===== config.mk =====
export PLATFORM = sky130hd
export DESIGN_NAME = request_node
export DESIGN_NICKNAME = d
export VERILOG_FILES = /design/src/rtl/request_node_pkg.sv /design/src/rtl/request_node_flit_pack.sv /design/src/rtl/request_node.sv
export VERILOG_INCLUDE_DIRS = /design/src /design/src/rtl
export SDC_FILE = /design/constraint.sdc
export NUM_CORES = 1
export LEC_CHECK = 0
export BUFFER_PORTS_ARGS = -buffer_cell sky130_fd_sc_hd__buf_2
export CORE_UTILIZATION = 35
export CTS_CLUSTER_DIAMETER = 60
export DETAILED_ROUTE_END_ITERATION = 16
export GPL_TIMING_DRIVEN = 1
export SETUP_SLACK_MARGIN = 0.3
export SLEW_MARGIN = 20
export SYNTH_ARGS = -nofsm -noshare
export SYNTH_HDL_FRONTEND = slang
export SYNTH_SLANG_ARGS = --single-unit

===== constraint.sdc =====
create_clock -name pclk -period 9.8 [get_ports pclk]
set_input_delay 0 -clock pclk [delete_from_list [all_inputs] [get_ports pclk]]
set_output_delay 0 -clock pclk [all_outputs]
set_load 0.01 [all_outputs]

===== src/rtl/define_file.sv =====
// Shared widths and flit field offsets for the RN/CN interconnect.
// Request flit, MSB first: {paddr, pprot, pnse, psel, penable, pwrite, pwdata, pstrb, pwakeup}.
`ifndef REQUEST_NODE_DEFINES
`define REQUEST_NODE_DEFINES
`define ADDR_WIDTH      32
`define DATA_WIDTH      32
`define STRB_WIDTH      (`DATA_WIDTH/8)
`define REQ_FLIT_WIDTH  (`ADDR_WIDTH+`DATA_WIDTH+`DATA_WIDTH/8+8)
`define RSP_FLIT_WIDTH  (`DATA_WIDTH+2)
`define PWAKEUP_BIT     0
`define PSTRB_LSB       1
`define PWDATA_LSB      (1+`STRB_WIDTH)
`define PWRITE_BIT      (`PWDATA_LSB+`DATA_WIDTH)
`define PENABLE_BIT     (`PWRITE_BIT+1)
`define PSEL_BIT        (`PWRITE_BIT+2)
`define PNSE_BIT        (`PSEL_BIT+1)
`define PPROT_LSB       (`PSEL_BIT+2)
`define PADDR_LSB       (`PSEL_BIT+5)
`define PSLVERR_BIT     0
`define PRDATA_LSB      1
`define PREADY_BIT      (`DATA_WIDTH+1)
`endif


===== src/rtl/request_node_pkg.sv =====
// Types shared by the request node and its flit packer.
`ifndef REQUEST_NODE_DEFINES
`include "define_file.sv"
`endif

package request_node_pkg;

    localparam int         NUM_CN     = 3;
    localparam logic [1:0] TGT_DECERR = 2'd3;

    // Local request fields held for the whole ICN transaction.
    typedef struct packed {
        logic [`ADDR_WIDTH-1:0]  paddr;
        logic [2:0]              pprot;
        logic                    pnse;
        logic                    pwrite;
        logic [`DATA_WIDTH-1:0]  pwdata;
        logic [`STRB_WIDTH-1:0]  pstrb;
        logic                    pwakeup;
    } req_fields_t;

    function automatic logic [1:0] decode_tgt(input logic [`ADDR_WIDTH-1:0] addr);
        return addr[`ADDR_WIDTH-1 -: 2];
    endfunction

endpackage


===== src/rtl/request_node_flit_pack.sv =====
// Combinational packer: request fields plus psel/penable into a request flit,
// and a response flit back into pready/prdata/pslverr.
`ifndef REQUEST_NODE_DEFINES
`include "define_file.sv"
`endif

module rn_flit_pack
    import request_node_pkg::*;
(
    input  req_fields_t                 fields_i,
    input  logic                        psel_i,
    input  logic                        penable_i,
    output logic [`REQ_FLIT_WIDTH-1:0]  req_flit_o,
    input  logic [`RSP_FLIT_WIDTH-1:0]  rsp_flit_i,
    output logic                        pready_o,
    output logic [`DATA_WIDTH-1:0]      prdata_o,
    output logic                        pslverr_o
);

    always_comb begin
        req_flit_o                                  = '0;
        req_flit_o[`PADDR_LSB +: `ADDR_WIDTH]       = fields_i.paddr;
        req_flit_o[`PPROT_LSB +: 3]                 = fields_i.pprot;
        req_flit_o[`PNSE_BIT]                       = fields_i.pnse;
        req_flit_o[`PSEL_BIT]                       = psel_i;
        req_flit_o[`PENABLE_BIT]                    = penable_i;
        req_flit_o[`PWRITE_BIT]                     = fields_i.pwrite;
        req_flit_o[`PWDATA_LSB +: `DATA_WIDTH]      = fields_i.pwdata;
        req_flit_o[`PSTRB_LSB +: `STRB_WIDTH]       = fields_i.pstrb;
        req_flit_o[`PWAKEUP_BIT]                    = fields_i.pwakeup;
    end

    assign pready_o  = rsp_flit_i[`PREADY_BIT];
    assign prdata_o  = rsp_flit_i[`PRDATA_LSB +: `DATA_WIDTH];
    assign pslverr_o = rsp_flit_i[`PSLVERR_BIT];

endmodule


===== src/rtl/request_node.sv =====
// APB completer that forwards each local transfer as a request flit to one of
// three complete nodes and returns that node's response on the local bus.
`ifndef REQUEST_NODE_DEFINES
`include "define_file.sv"
`endif

module request_node
    import request_node_pkg::*;
#(
    parameter int TIMEOUT_CYCLES = 256
) (
    input  logic                        pclk,
    input  logic                        preset,
    input  logic [`ADDR_WIDTH-1:0]      s_paddr,
    input  logic [2:0]                  s_pprot,
    input  logic                        s_pnse,
    input  logic                        s_psel,
    input  logic                        s_penable,
    input  logic                        s_pwrite,
    input  logic                        s_pwakeup,
    input  logic [`DATA_WIDTH-1:0]      s_pwdata,
    input  logic [`STRB_WIDTH-1:0]      s_pstrb,
    output logic                        s_pready,
    output logic [`DATA_WIDTH-1:0]      s_prdata,
    output logic                        s_pslverr,
    output logic [NUM_CN-1:0]           rn_valid,
    input  logic [NUM_CN-1:0]           cn_ready,
    output logic [`REQ_FLIT_WIDTH-1:0]  icn_txreq_1,
    output logic [`REQ_FLIT_WIDTH-1:0]  icn_txreq_2,
    output logic [`REQ_FLIT_WIDTH-1:0]  icn_txreq_3,
    input  logic [`RSP_FLIT_WIDTH-1:0]  icn_rxrsp_1,
    input  logic [`RSP_FLIT_WIDTH-1:0]  icn_rxrsp_2,
    input  logic [`RSP_FLIT_WIDTH-1:0]  icn_rxrsp_3,
    output logic [2:0]                  dbg_state
);

    typedef enum logic [2:0] {S_IDLE, S_REQ, S_SETUP, S_ACCESS, S_RESP} state_t;

    localparam int              CNT_W    = $clog2(TIMEOUT_CYCLES);
    localparam logic [CNT_W-1:0] CNT_LAST = CNT_W'(TIMEOUT_CYCLES - 2);

    state_t                      state_q, state_d;
    req_fields_t                 fields_q, fields_d;
    logic [1:0]                  tgt_q, tgt_d;
    logic [CNT_W-1:0]            cnt_q, cnt_d;
    logic [NUM_CN-1:0]           rn_valid_q, rn_valid_d;
    logic [`REQ_FLIT_WIDTH-1:0]  txreq_q [NUM_CN];
    logic [`REQ_FLIT_WIDTH-1:0]  txreq_d [NUM_CN];
    logic                        s_pready_q, s_pready_d;
    logic [`DATA_WIDTH-1:0]      s_prdata_q, s_prdata_d;
    logic                        s_pslverr_q, s_pslverr_d;

    logic                        grant;
    logic [`RSP_FLIT_WIDTH-1:0]  rsp_sel;
    logic                        rsp_pready, rsp_pslverr;
    logic [`DATA_WIDTH-1:0]      rsp_prdata;
    logic [`REQ_FLIT_WIDTH-1:0]  req_flit;
    logic                        flit_active, flit_psel, flit_penable;
    logic                        timeout_hit;
    logic                        unused_penable;

    // The local penable carries no information here: the ICN phases are
    // generated by the FSM, not copied from the local bus.
    assign unused_penable = s_penable;

    always_comb begin
        grant   = 1'b0;
        rsp_sel = '0;
        case (tgt_q)
            2'd0:    begin grant = cn_ready[0]; rsp_sel = icn_rxrsp_1; end
            2'd1:    begin grant = cn_ready[1]; rsp_sel = icn_rxrsp_2; end
            2'd2:    begin grant = cn_ready[2]; rsp_sel = icn_rxrsp_3; end
            default: begin grant = 1'b0;        rsp_sel = '0;          end
        endcase
    end

    assign timeout_hit = (cnt_q == CNT_LAST);

    always_comb begin
        state_d     = state_q;
        fields_d    = fields_q;
        tgt_d       = tgt_q;
        cnt_d       = '0;
        s_pready_d  = 1'b0;
        s_prdata_d  = '0;
        s_pslverr_d = 1'b0;
        case (state_q)
            S_IDLE: begin
                if (s_psel) begin
                    fields_d = '{paddr: s_paddr, pprot: s_pprot, pnse: s_pnse,
                                 pwrite: s_pwrite, pwdata: s_pwdata,
                                 pstrb: s_pstrb, pwakeup: s_pwakeup};
                    tgt_d    = decode_tgt(s_paddr);
                    if (decode_tgt(s_paddr) == TGT_DECERR) begin
                        state_d     = S_RESP;
                        s_pready_d  = 1'b1;
                        s_pslverr_d = 1'b1;
                    end else begin
                        state_d = S_REQ;
                    end
                end
            end
            S_REQ, S_SETUP: begin
                cnt_d = cnt_q + CNT_W'(1);
                if (timeout_hit) begin
                    state_d     = S_RESP;
                    s_pready_d  = 1'b1;
                    s_pslverr_d = 1'b1;
                end else if (state_q == S_SETUP) begin
                    state_d = S_ACCESS;
                end else if (grant) begin
                    state_d = S_SETUP;
                end
            end
            S_ACCESS: begin
                cnt_d = cnt_q + CNT_W'(1);
                // A response in the timeout cycle still counts as a normal completion.
                if (rsp_pready) begin
                    state_d     = S_RESP;
                    s_pready_d  = 1'b1;
                    s_prdata_d  = rsp_prdata;
                    s_pslverr_d = rsp_pslverr;
                end else if (timeout_hit) begin
                    state_d     = S_RESP;
                    s_pready_d  = 1'b1;
                    s_pslverr_d = 1'b1;
                end
            end
            S_RESP:  state_d = S_IDLE;
            default: state_d = S_IDLE;
        endcase
    end

    // Outputs are registered from the next state so they line up with it.
    always_comb begin
        flit_active  = (state_d == S_REQ) || (state_d == S_SETUP) || (state_d == S_ACCESS);
        flit_psel    = (state_d == S_SETUP) || (state_d == S_ACCESS);
        flit_penable = (state_d == S_ACCESS);
        for (int i = 0; i < NUM_CN; i++) begin
            rn_valid_d[i] = flit_active && (tgt_d == 2'(i));
            txreq_d[i]    = (flit_active && (tgt_d == 2'(i))) ? req_flit : '0;
        end
    end

    rn_flit_pack u_flit_pack (
        .fields_i   (fields_d),
        .psel_i     (flit_psel),
        .penable_i  (flit_penable),
        .req_flit_o (req_flit),
        .rsp_flit_i (rsp_sel),
        .pready_o   (rsp_pready),
        .prdata_o   (rsp_prdata),
        .pslverr_o  (rsp_pslverr)
    );

    always_ff @(posedge pclk or posedge preset) begin
        if (preset) begin
            state_q     <= S_IDLE;
            fields_q    <= '0;
            tgt_q       <= '0;
            cnt_q       <= '0;
            rn_valid_q  <= '0;
            s_pready_q  <= 1'b0;
            s_prdata_q  <= '0;
            s_pslverr_q <= 1'b0;
            for (int i = 0; i < NUM_CN; i++) txreq_q[i] <= '0;
        end else begin
            state_q     <= state_d;
            fields_q    <= fields_d;
            tgt_q       <= tgt_d;
            cnt_q       <= cnt_d;
            rn_valid_q  <= rn_valid_d;
            s_pready_q  <= s_pready_d;
            s_prdata_q  <= s_prdata_d;
            s_pslverr_q <= s_pslverr_d;
            for (int i = 0; i < NUM_CN; i++) txreq_q[i] <= txreq_d[i];
        end
    end

    assign s_pready    = s_pready_q;
    assign s_prdata    = s_prdata_q;
    assign s_pslverr   = s_pslverr_q;
    assign rn_valid    = rn_valid_q;
    assign icn_txreq_1 = txreq_q[0];
    assign icn_txreq_2 = txreq_q[1];
    assign icn_txreq_3 = txreq_q[2];
    assign dbg_state   = state_q;

endmodule


Word-level counts from Yosys, hierarchy flattened

Cells that the tools add are included.

Input bits: 183
Memories kept: 0
Word-level logic and storage cells: 68
Bits in latches: 0
RAM bits: 0
Memory bits (read-only): 0
Register bits after elaboration: 352

Div/mod/pow operators: 0
$lt $le $gt $ge: 0
Shift operators: 0
$mul: 0
Bitwise operators: 0
Add/subtract/negate cells: 1
Reduce and logical (&&, ||, !) cells: 11
Eq/ne operators: 12
Mux-type cells: 27

Operators by type and width:

| kind                                                 | number |
|---|---|
| two-way mux 76 bit                                   | 3 |
| two-way mux 74 bit                                   | 2 |
| case mux 34 bit (3 select lines)                     | 1 |
| two-way mux 32 bit                                   | 2 |
| two-way mux 3 bit                                    | 7 |
| equality test 3 x 2 -> 1 bit (second input constant) | 4 |
| case mux 1 bit (3 select lines)                      | 3 |
| case mux 3 bit (3 select lines)                      | 1 |
| adder 8 x 1 -> 8 bit (second input constant)         | 1 |
| equality test 8 bit (second input constant)          | 1 |
| two-way mux 8 bit                                    | 1 |
| equality test 2 bit (second input constant)          | 3 |
| equality test 3 x 1 -> 1 bit (second input constant) | 2 |
| two-way mux 1 bit                                    | 5 |
| equality test 2 x 1 -> 1 bit (second input constant) | 2 |
| zero test 2 bit                                      | 2 |
| two-way mux 2 bit                                    | 2 |
| logical AND 1 bit                                    | 3 |
| zero test 3 bit                                      | 1 |
| logical OR 1 bit                                     | 3 |
| OR reduction 3 bit                                   | 1 |
| OR reduction 2 bit                                   | 1 |

Logic depth before layout (Yosys ltp)

Gate-level depths: netlist of the first run.

Word-level depth: 11
Depth in mapped cells: 8
Mapped depth without buffers: 6

Hierarchy

A second synthesis of the first run with hierarchy kept.

Cell total of the unflattened synthesis: 1,452
Area total of the unflattened synthesis: 14,421.3 µm²

Modules (own cells, without submodules):

| module       | area each (µm²) | cells an instance | instances |
|---|---|---|---|
| request_node | 13,595.5        | 1,342             | 1 |
| rn_flit_pack | 825.8           | 110               | 1 |

Worst setup path before layout of the first run

OpenSTA, ideal clock, no wires.

Path type: flip-flop to flip-flop
From: reg state_q[0] (netlist: dbg_state[0])
To: reg txreq_q (netlist bit icn_txreq_2[14])
Stages on the path, launching flop included: 9
Arrival: 1,947 ps
Data required time: 9,726 ps
Setup slack: 7,780 ps
Path buffers: 4
Setup time: 74 ps
Period minus slack after synthesis: 2,020 ps
Path through: dfrtp_1 -> buf_6 -> or4b_1 -> buf_2 -> nor3b_2 -> o221ai_2 -> buf_6 -> buf_6 -> a21oi_2

RTL lines:

| what                   | RTL line            | text |
|---|---|---|
| start, declared        | request_node.sv:42  | `state_t state_q, state_d;` |
| start signal, assigned | request_node.sv:168 | `state_q <= state_d;` |
| end, declared          | request_node.sv:47  | `` logic [`REQ_FLIT_WIDTH-1:0] txreq_q [NUM_CN]; `` |

==> results by group, run 1 <==
Critical path
  – Critical path class: reg2reg
  – Startpoint types: flip-flop
  – Crit end category: flip-flop
  – Flop-to-flop setup slack: 7.00 ns
  – CP Data Arrival Time: 3.16 ns
  – Reg-to-reg endpoint: icn_txreq_2[11]
  – Worst r2r src: tgt_q[1]
  – Worst-path maximum fanout: 44
  – Worst EP required: 10.16 ns
  – FF-to-FF path depth: 6

Logic synthesis
  – Synth async-reset ratio: 1.00
  – Mapped Area: 0.0128 sq mm
  – Cell count after synthesis: 1,019
  – Synth cell types: 38
  – Seq cells post-synth: 352
  – Synth warn: 0
  – Primary FF master, synth: dfrtp_1
  – Avg Cell Area, Syn: 12.6 sq um
  – Post-synth EDFFs: 0
  – Seq/Total Area, Yosys: 0.686
  – Net Count, Synth: 1,204

Global route
  – Antenna violations before repair: 2
  – Pin count of the biggest net entering global routing: 166
  – Vias in the first global route: 10,457
  – GRT Residual Overflow: 0
  – Gr usage total: 0.203
  – First-pass GRT wire length: 59,000 microns

Hold path
  – Hold Path Depth: 5
  – Hold Path Class: in2reg
  – Hold Path Sink: dbg_state[0]
  – Hold_sp: cn_ready[1]

STA
  – Fin Clk Skew: 0.0275 ns
  – Max Slew Vio Count: 0
  – Final Hold Fails: 0
  – Setup tns final: 0 ns
  – Max Freq: 0.358 GHz
  – Period utilisation layout: 0.285
  – Final setup viols: 0
  – Worst-Margin Slew: 1.00 ns
  – Final worst-path setup slack: 7.00 ns
  – Crit path time final: 2.80 ns
  – Slew Limit Headroom: 0.332
  – RSZ-0062 raised after global routing: no

Routing
  – Drt pass-1 iters: 5
  – Drt wl/cell: 18.1 microns
  – Antenna viol nets, final: 0
  – Vias: 9,828
  – Drt total wl: 37,600 microns
  – Violation count after the first detailed-route iteration: 372
  – Vias/cell: 4.72
  – Residual DRC count: 0

Placement
  – Final GP Congestion: 0.793
  – Pre-CTS WS: 7.01 ns
  – Port Buffer Count: 449
  – Hpwl dp: 22,700 microns

CTS
  – CTS root buf: clkbuf_16
  – Clock transition at path regs: 0.06 ns
  – Clock sinks: 352
  – Num CTS Buffers: 40
  – # H-tree levels: 2
  – Clk_lat worst skew: 0.55 ns
  – Clock tree buffer depth: 3
  – TritonCTS clock tree: built

Floorplan
  – Die width: 194 microns
  – Starting density of the core: 0.358
  – Chip height: 194 microns
  – Cell row count: 69
  – Full die area: 0.0375 sq mm
  – CORE AREA: 0.0358 sq mm
  – IO Pins: 451

Layout
  – Layout cells sized above 1: 0.364
  – Commonest cells after routing, fill and taps aside: buf_2 (449), dfrtp_1 (351), a21oi_1 (206)
  – Nets: 1,779
  – Fill cells: 3,147
  – Commonest non-fill, non-tap cell in the layout: buf_2
  – ANT cells: 0
  – Area Overhead vs Synth: 42.2%

Job
  – Max_cap viols: 0

Pwr
  – Power Dens Cells: 316 mW/mm^2
  – Worst VDD drop: 0.000197 V
  – Leak: 0.00969 uW

Status
  – Outcome: complete, no violations
==> how the worst max path moves through the flow <==
stage | startpoint | endpoint | slack [ns]
5_1_grt | tgt_q[1] | icn_txreq_2[11] | 6.81
3_3_place_gp | tgt_q[1] | icn_txreq_2[3] | 7.06
3_5_place_dp | tgt_q[1] | icn_txreq_2[5] | 7.01
4_1_cts | tgt_q[1] | icn_txreq_2[11] | 7.00
6_report | tgt_q[1] | icn_txreq_2[11] | 7.00
2_1_floorplan | preset | cnt_q[0] | 5.09
==> report_power, final <==
group / internal (uW) / total (uW) / leakage [uW] / switching (uW)
sequential: 1950 / 2100 / 0.00466 / 147
clock: 950 / 1540 / 0.000679 / 587
combinational: 793 / 2130 / 0.00435 / 1340
==> cells by family after synthesis <==
group	share of synthesized area
DFF	0.686
buffers and inverters	0.0559
AOI/OAI and AO/OA	0.127
adders and majority gates	0.00195
and+or+nand+nor	0.0396
muxes	0.0850
xor gates and xnor gates	0.00477
==> metrics by stage <==
| stage | hold WS, ns | cells | total power (uW) | utilization | instance area (sq um) |
|---|---|---|---|---|---|
| finish | 0.134 | 2084 | 5760 | 0.510 | 18300 |
| global route | 0.168 | 2084 | 6120 | 0.510 | 18300 |
| CTS | 0.0910 | 2083 | 5820 | 0.509 | 18200 |
| detailed placement | 0.198 | 1870 | 4120 | 0.430 | 15400 |
| global placement | 0.189 | 1870 | 4080 | 0.430 | 15400 |
| floorplan | 0.118 | 1019 | 3400 | - | 12800 |
==> state kept, by name, summed over array words and instances (netlist names) <==
name / flops
s_pready: 1
cnt_q: 8
fields_q: 74
s_pslverr: 1
dbg_state: 3
icn_txreq_3: 76
icn_txreq_1: 76
icn_txreq_2: 76
tgt_q: 2
s_prdata: 32
rn_valid: 3
==> synth_stat cells (2+ instances only) <==
cell type  instances  area, sq um
nand3b_1           3         22.5
a21oi_1          206         1030
xnor2_1            2         17.5
o211ai_1           4         30.0
buf_1              5         18.8
nor2_1            79          297
buf_6             12          135
xor2_1             5         43.8
ha_1               2         25.0
nand2b_1           3         18.8
dfrtp_1          352         8810
inv_1             81          304
a21boi_0           3         22.5
a21oi_2           50          438
o21ai_0            4         20.0
o21a_1             2         15.0
nand3_1            4         20.0
mux2i_1          109         1090
and3_1             2         12.5
clkbuf_1          28          105
nand2_1           10         37.5
o21bai_1           2         15.0
buf_2             31          155
or2_2              2         12.5
or2_1              2         12.5
nor3_1             4         20.0
==> critical path: stages (launching register included) <==
cell      delay (ns)
dfrtp_2         0.34
buf_4           0.55
mux2i_1         0.28
o211a_1         0.36
o221ai_4        0.22
buf_4           0.68
a21oi_1         0.18
==> routing by layer <==
metal | wire (microns) | vias to the layer above | global-route usage
met5 | 0 | - | 0
met3 | 2280 | 69 | 0.0474
li1 | - | 4532 | -
met1 | 16000 | 4858 | 0.254
met4 | 1080 | 0 | 0.0735
met2 | 18300 | 369 | 0.343
==> final cells by class <==
class                      count  area (sq um)  share of cell area
sequential                   352          8810               0.483
tap                          461           577              0.0316
timing repair buffer         609          3840               0.210
clock buffer                  62          1230              0.0676
clock inverter                 9           145             0.00795
inverter                      81           308              0.0169
multi-input combinational    510          3340               0.183
==> timing repair <==
| action | CTS | global route |
|---|---|---|
| setup buffers | 0 | 0 |
| hold buffers | 142 | 0 |
| endpoints found under the hold margin | 366 | 0 |
| setup endpoints to repair | 0 | 0 |
| resized for setup | 0 | 0 |
Power figures use the tool's default switching activity.
==> run 2: changes to the inputs <==
==> constraint.sdc (replaced) <==
create_clock -name pclk -period 2.8 [get_ports pclk]
set_input_delay 0 -clock pclk [delete_from_list [all_inputs] [get_ports pclk]]
set_output_delay 0 -clock pclk [all_outputs]
set_load 0.01 [all_outputs]
==> results by group, run 2 (synthesis gave the netlist of run 1 again) <==
Routing
  – Vias: 9,893 (+0.66%)
  – Vias/cell: 4.72 (about the same)
  – Residual DRC count: 0 (unchanged)
  – Antenna viol nets, final: 0 (unchanged)
  – Drt wl/cell: 18.1 microns (+0.45%)
  – Drt total wl: 38,100 microns (+1.1%)
  – Drt pass-1 iters: 4 (-1)
  – Violation count after the first detailed-route iteration: 390 (+4.8%)

CTS
  – Clock transition at path regs: 0.06 ns (about the same)
  – # H-tree levels: 2 (unchanged)
  – CTS root buf: clkbuf_16
  – Clk_lat worst skew: 0.55 ns (about the same)
  – Clock tree buffer depth: 3 (unchanged)
  – Clock sinks: 352 (unchanged)
  – TritonCTS clock tree: built
  – Num CTS Buffers: 39 (-2.5%)

Pwr
  – Worst VDD drop: 0.000533 V (+170%)
  – Power Dens Cells: 1100 mW/mm^2 (+250%)
  – Leak: 0.00974 uW (+0.55%)

Global route
  – Antenna violations before repair: 1 (-1)
  – Pin count of the biggest net entering global routing: 115 (-31%)
  – GRT Residual Overflow: 0 (unchanged)
  – Gr usage total: 0.204 (+0.000813)
  – Vias in the first global route: 10,573 (+1.1%)
  – First-pass GRT wire length: 59,400 microns (+0.57%)

STA
  – RSZ-0062 raised after global routing: no
  – Fin Clk Skew: 0.0136 ns (-0.0139 ns)
  – Final setup viols: 0 (unchanged)
  – Max Slew Vio Count: 0 (unchanged)
  – Slew Limit Headroom: 0.435 (+0.103)
  – Setup tns final: 0 ns (unchanged)
  – Period utilisation layout: 0.824 (+0.539)
  – Max Freq: 0.433 GHz (+21%)
  – Crit path time final: 2.31 ns (-0.489 ns)
  – Final worst-path setup slack: 0.492 ns (-6.51 ns)
  – Worst-Margin Slew: 0.848 ns (-0.155 ns)
  – Final Hold Fails: 0 (unchanged)

Floorplan
  – Starting density of the core: 0.358 (unchanged)
  – Chip height: 194 microns (unchanged)
  – Die width: 194 microns (unchanged)
  – IO Pins: 451 (unchanged)
  – Cell row count: 69 (unchanged)
  – Full die area: 0.0375 sq mm (unchanged)
  – CORE AREA: 0.0358 sq mm (unchanged)

Placement
  – Cell Area, Placed: 0.0156 sq mm (+1.3%)
  – Final GP Congestion: 0.783 (-1.2%)
  – Hpwl dp: 23,600 microns (+3.7%)
  – Port Buffer Count: 449 (unchanged)
  – Pre-CTS WS: 0.377 ns (-6.63 ns)
  – Post-placement cell count: 1,882 (+0.64%)

Status
  – Outcome: complete, no violations

Layout
  – Commonest non-fill, non-tap cell in the layout: buf_2
  – Area Overhead vs Synth: 42.9%
  – Commonest cells after routing, fill and taps aside: buf_2 (449), dfrtp_1 (351), a21oi_1 (206)
  – Final Instance Area: 0.0183 sq mm (+0.48%)
  – Nets: 1,790 (+0.62%)
  – Final non-filler cell total: 2,098 (+0.67%)
  – Layout cells sized above 1: 0.368 (+0.00383)

Hold path
  – Hold Path Class: in2async

Critical path
  – Worst EP required: 3.18 ns (-6.98 ns)
  – Startpoint types: flip-flop
  – Crit end category: flip-flop
  – Worst-path maximum fanout: 39 (-11%)
  – Critical path class: reg2reg
  – CP Data Arrival Time: 2.69 ns (-0.47 ns)

Job
  – Max_cap viols: 0 (unchanged)
run 2: changes by cell type in the layout (fill, tap and decap cells not counted), moves of 4 or more:
| cell | previous run | this run |
|---|---|---|
| buf_12 | 1 | 10 |
| clkinv_2 | 0 | 9 |
| clkbuf_8 | 13 | 6 |
| buf_4 | 15 | 19 |
run 2: area by class of cell:
cell class	instances	area (sq um)
multi-input cells	510	3340
flip-flops and latches	352	8810
inverters	81	308
fillers	3159	17500
clock buffers	55	1120
repair buffers	621	4020
well taps	461	577
diodes	1	2.50
clock inverters	17	165
run 2: layer usage:
layer	vias to the layer above	routed length (microns)	GRT usage
met2	382	18300	0.337
met4	0	1330	0.0892
li1	4552	-	-
met1	4889	15600	0.251
met3	70	2900	0.0540
met5	-	0	0
run 2: where the power goes:
| group | total, uW | switching [uW] | internal [uW] |
|---|---|---|---|
| sequential | 7360 | 539 | 6820 |
| combinational | 7660 | 4700 | 2960 |
| clock | 5080 | 2080 | 3000 |
| total | 20100 | 7320 | 12800 |
run 2: path summary, 6_finish.rpt:
check                             startpoint              end  slack, ns  cells after the start
worst max-delay path            dbg_state[1]   icn_txreq_2[3]       0.49                      6
worst min-delay path                  preset  icn_txreq_3[39]       0.05                      3
worst max register to register  dbg_state[1]   icn_txreq_2[3]       0.49                      6
worst min register to register  fields_q[64]     fields_q[64]       0.53                      2
max in group asynchronous             preset  icn_txreq_1[34]       1.85                      4
min in group pclk                cn_ready[1]     dbg_state[0]       0.08                      5
run 2: repair_timing:
| item | in CTS | in global routing |
|---|---|---|
| setup buffers | 0 | 0 |
| resized for setup | 0 | 1 |
| setup endpoints to repair | 0 | 8 |
| hold endpoints to repair | 681 | 1 |
| hold buffers | 142 | 1 |
run 2: stage by stage:
step,utilization,hold slack (ns),power (uW)
5_1_grt,0.512,0.0438,21300
2_1_floorplan,-,0.118,11900
6_report,0.512,0.0522,20100
3_3_place_gp,0.436,0.0344,14500
4_1_cts,0.512,0.0110,20300
3_5_place_dp,0.436,0.0316,14600
run 2: critical path: stages, from the launching register on:
cell	delay (ns)
dfrtp_1	0.46
nor4b_2	0.47
buf_4	0.23
nor3_1	0.08
o221ai_4	0.40
buf_12	0.36
a21oi_1	0.12
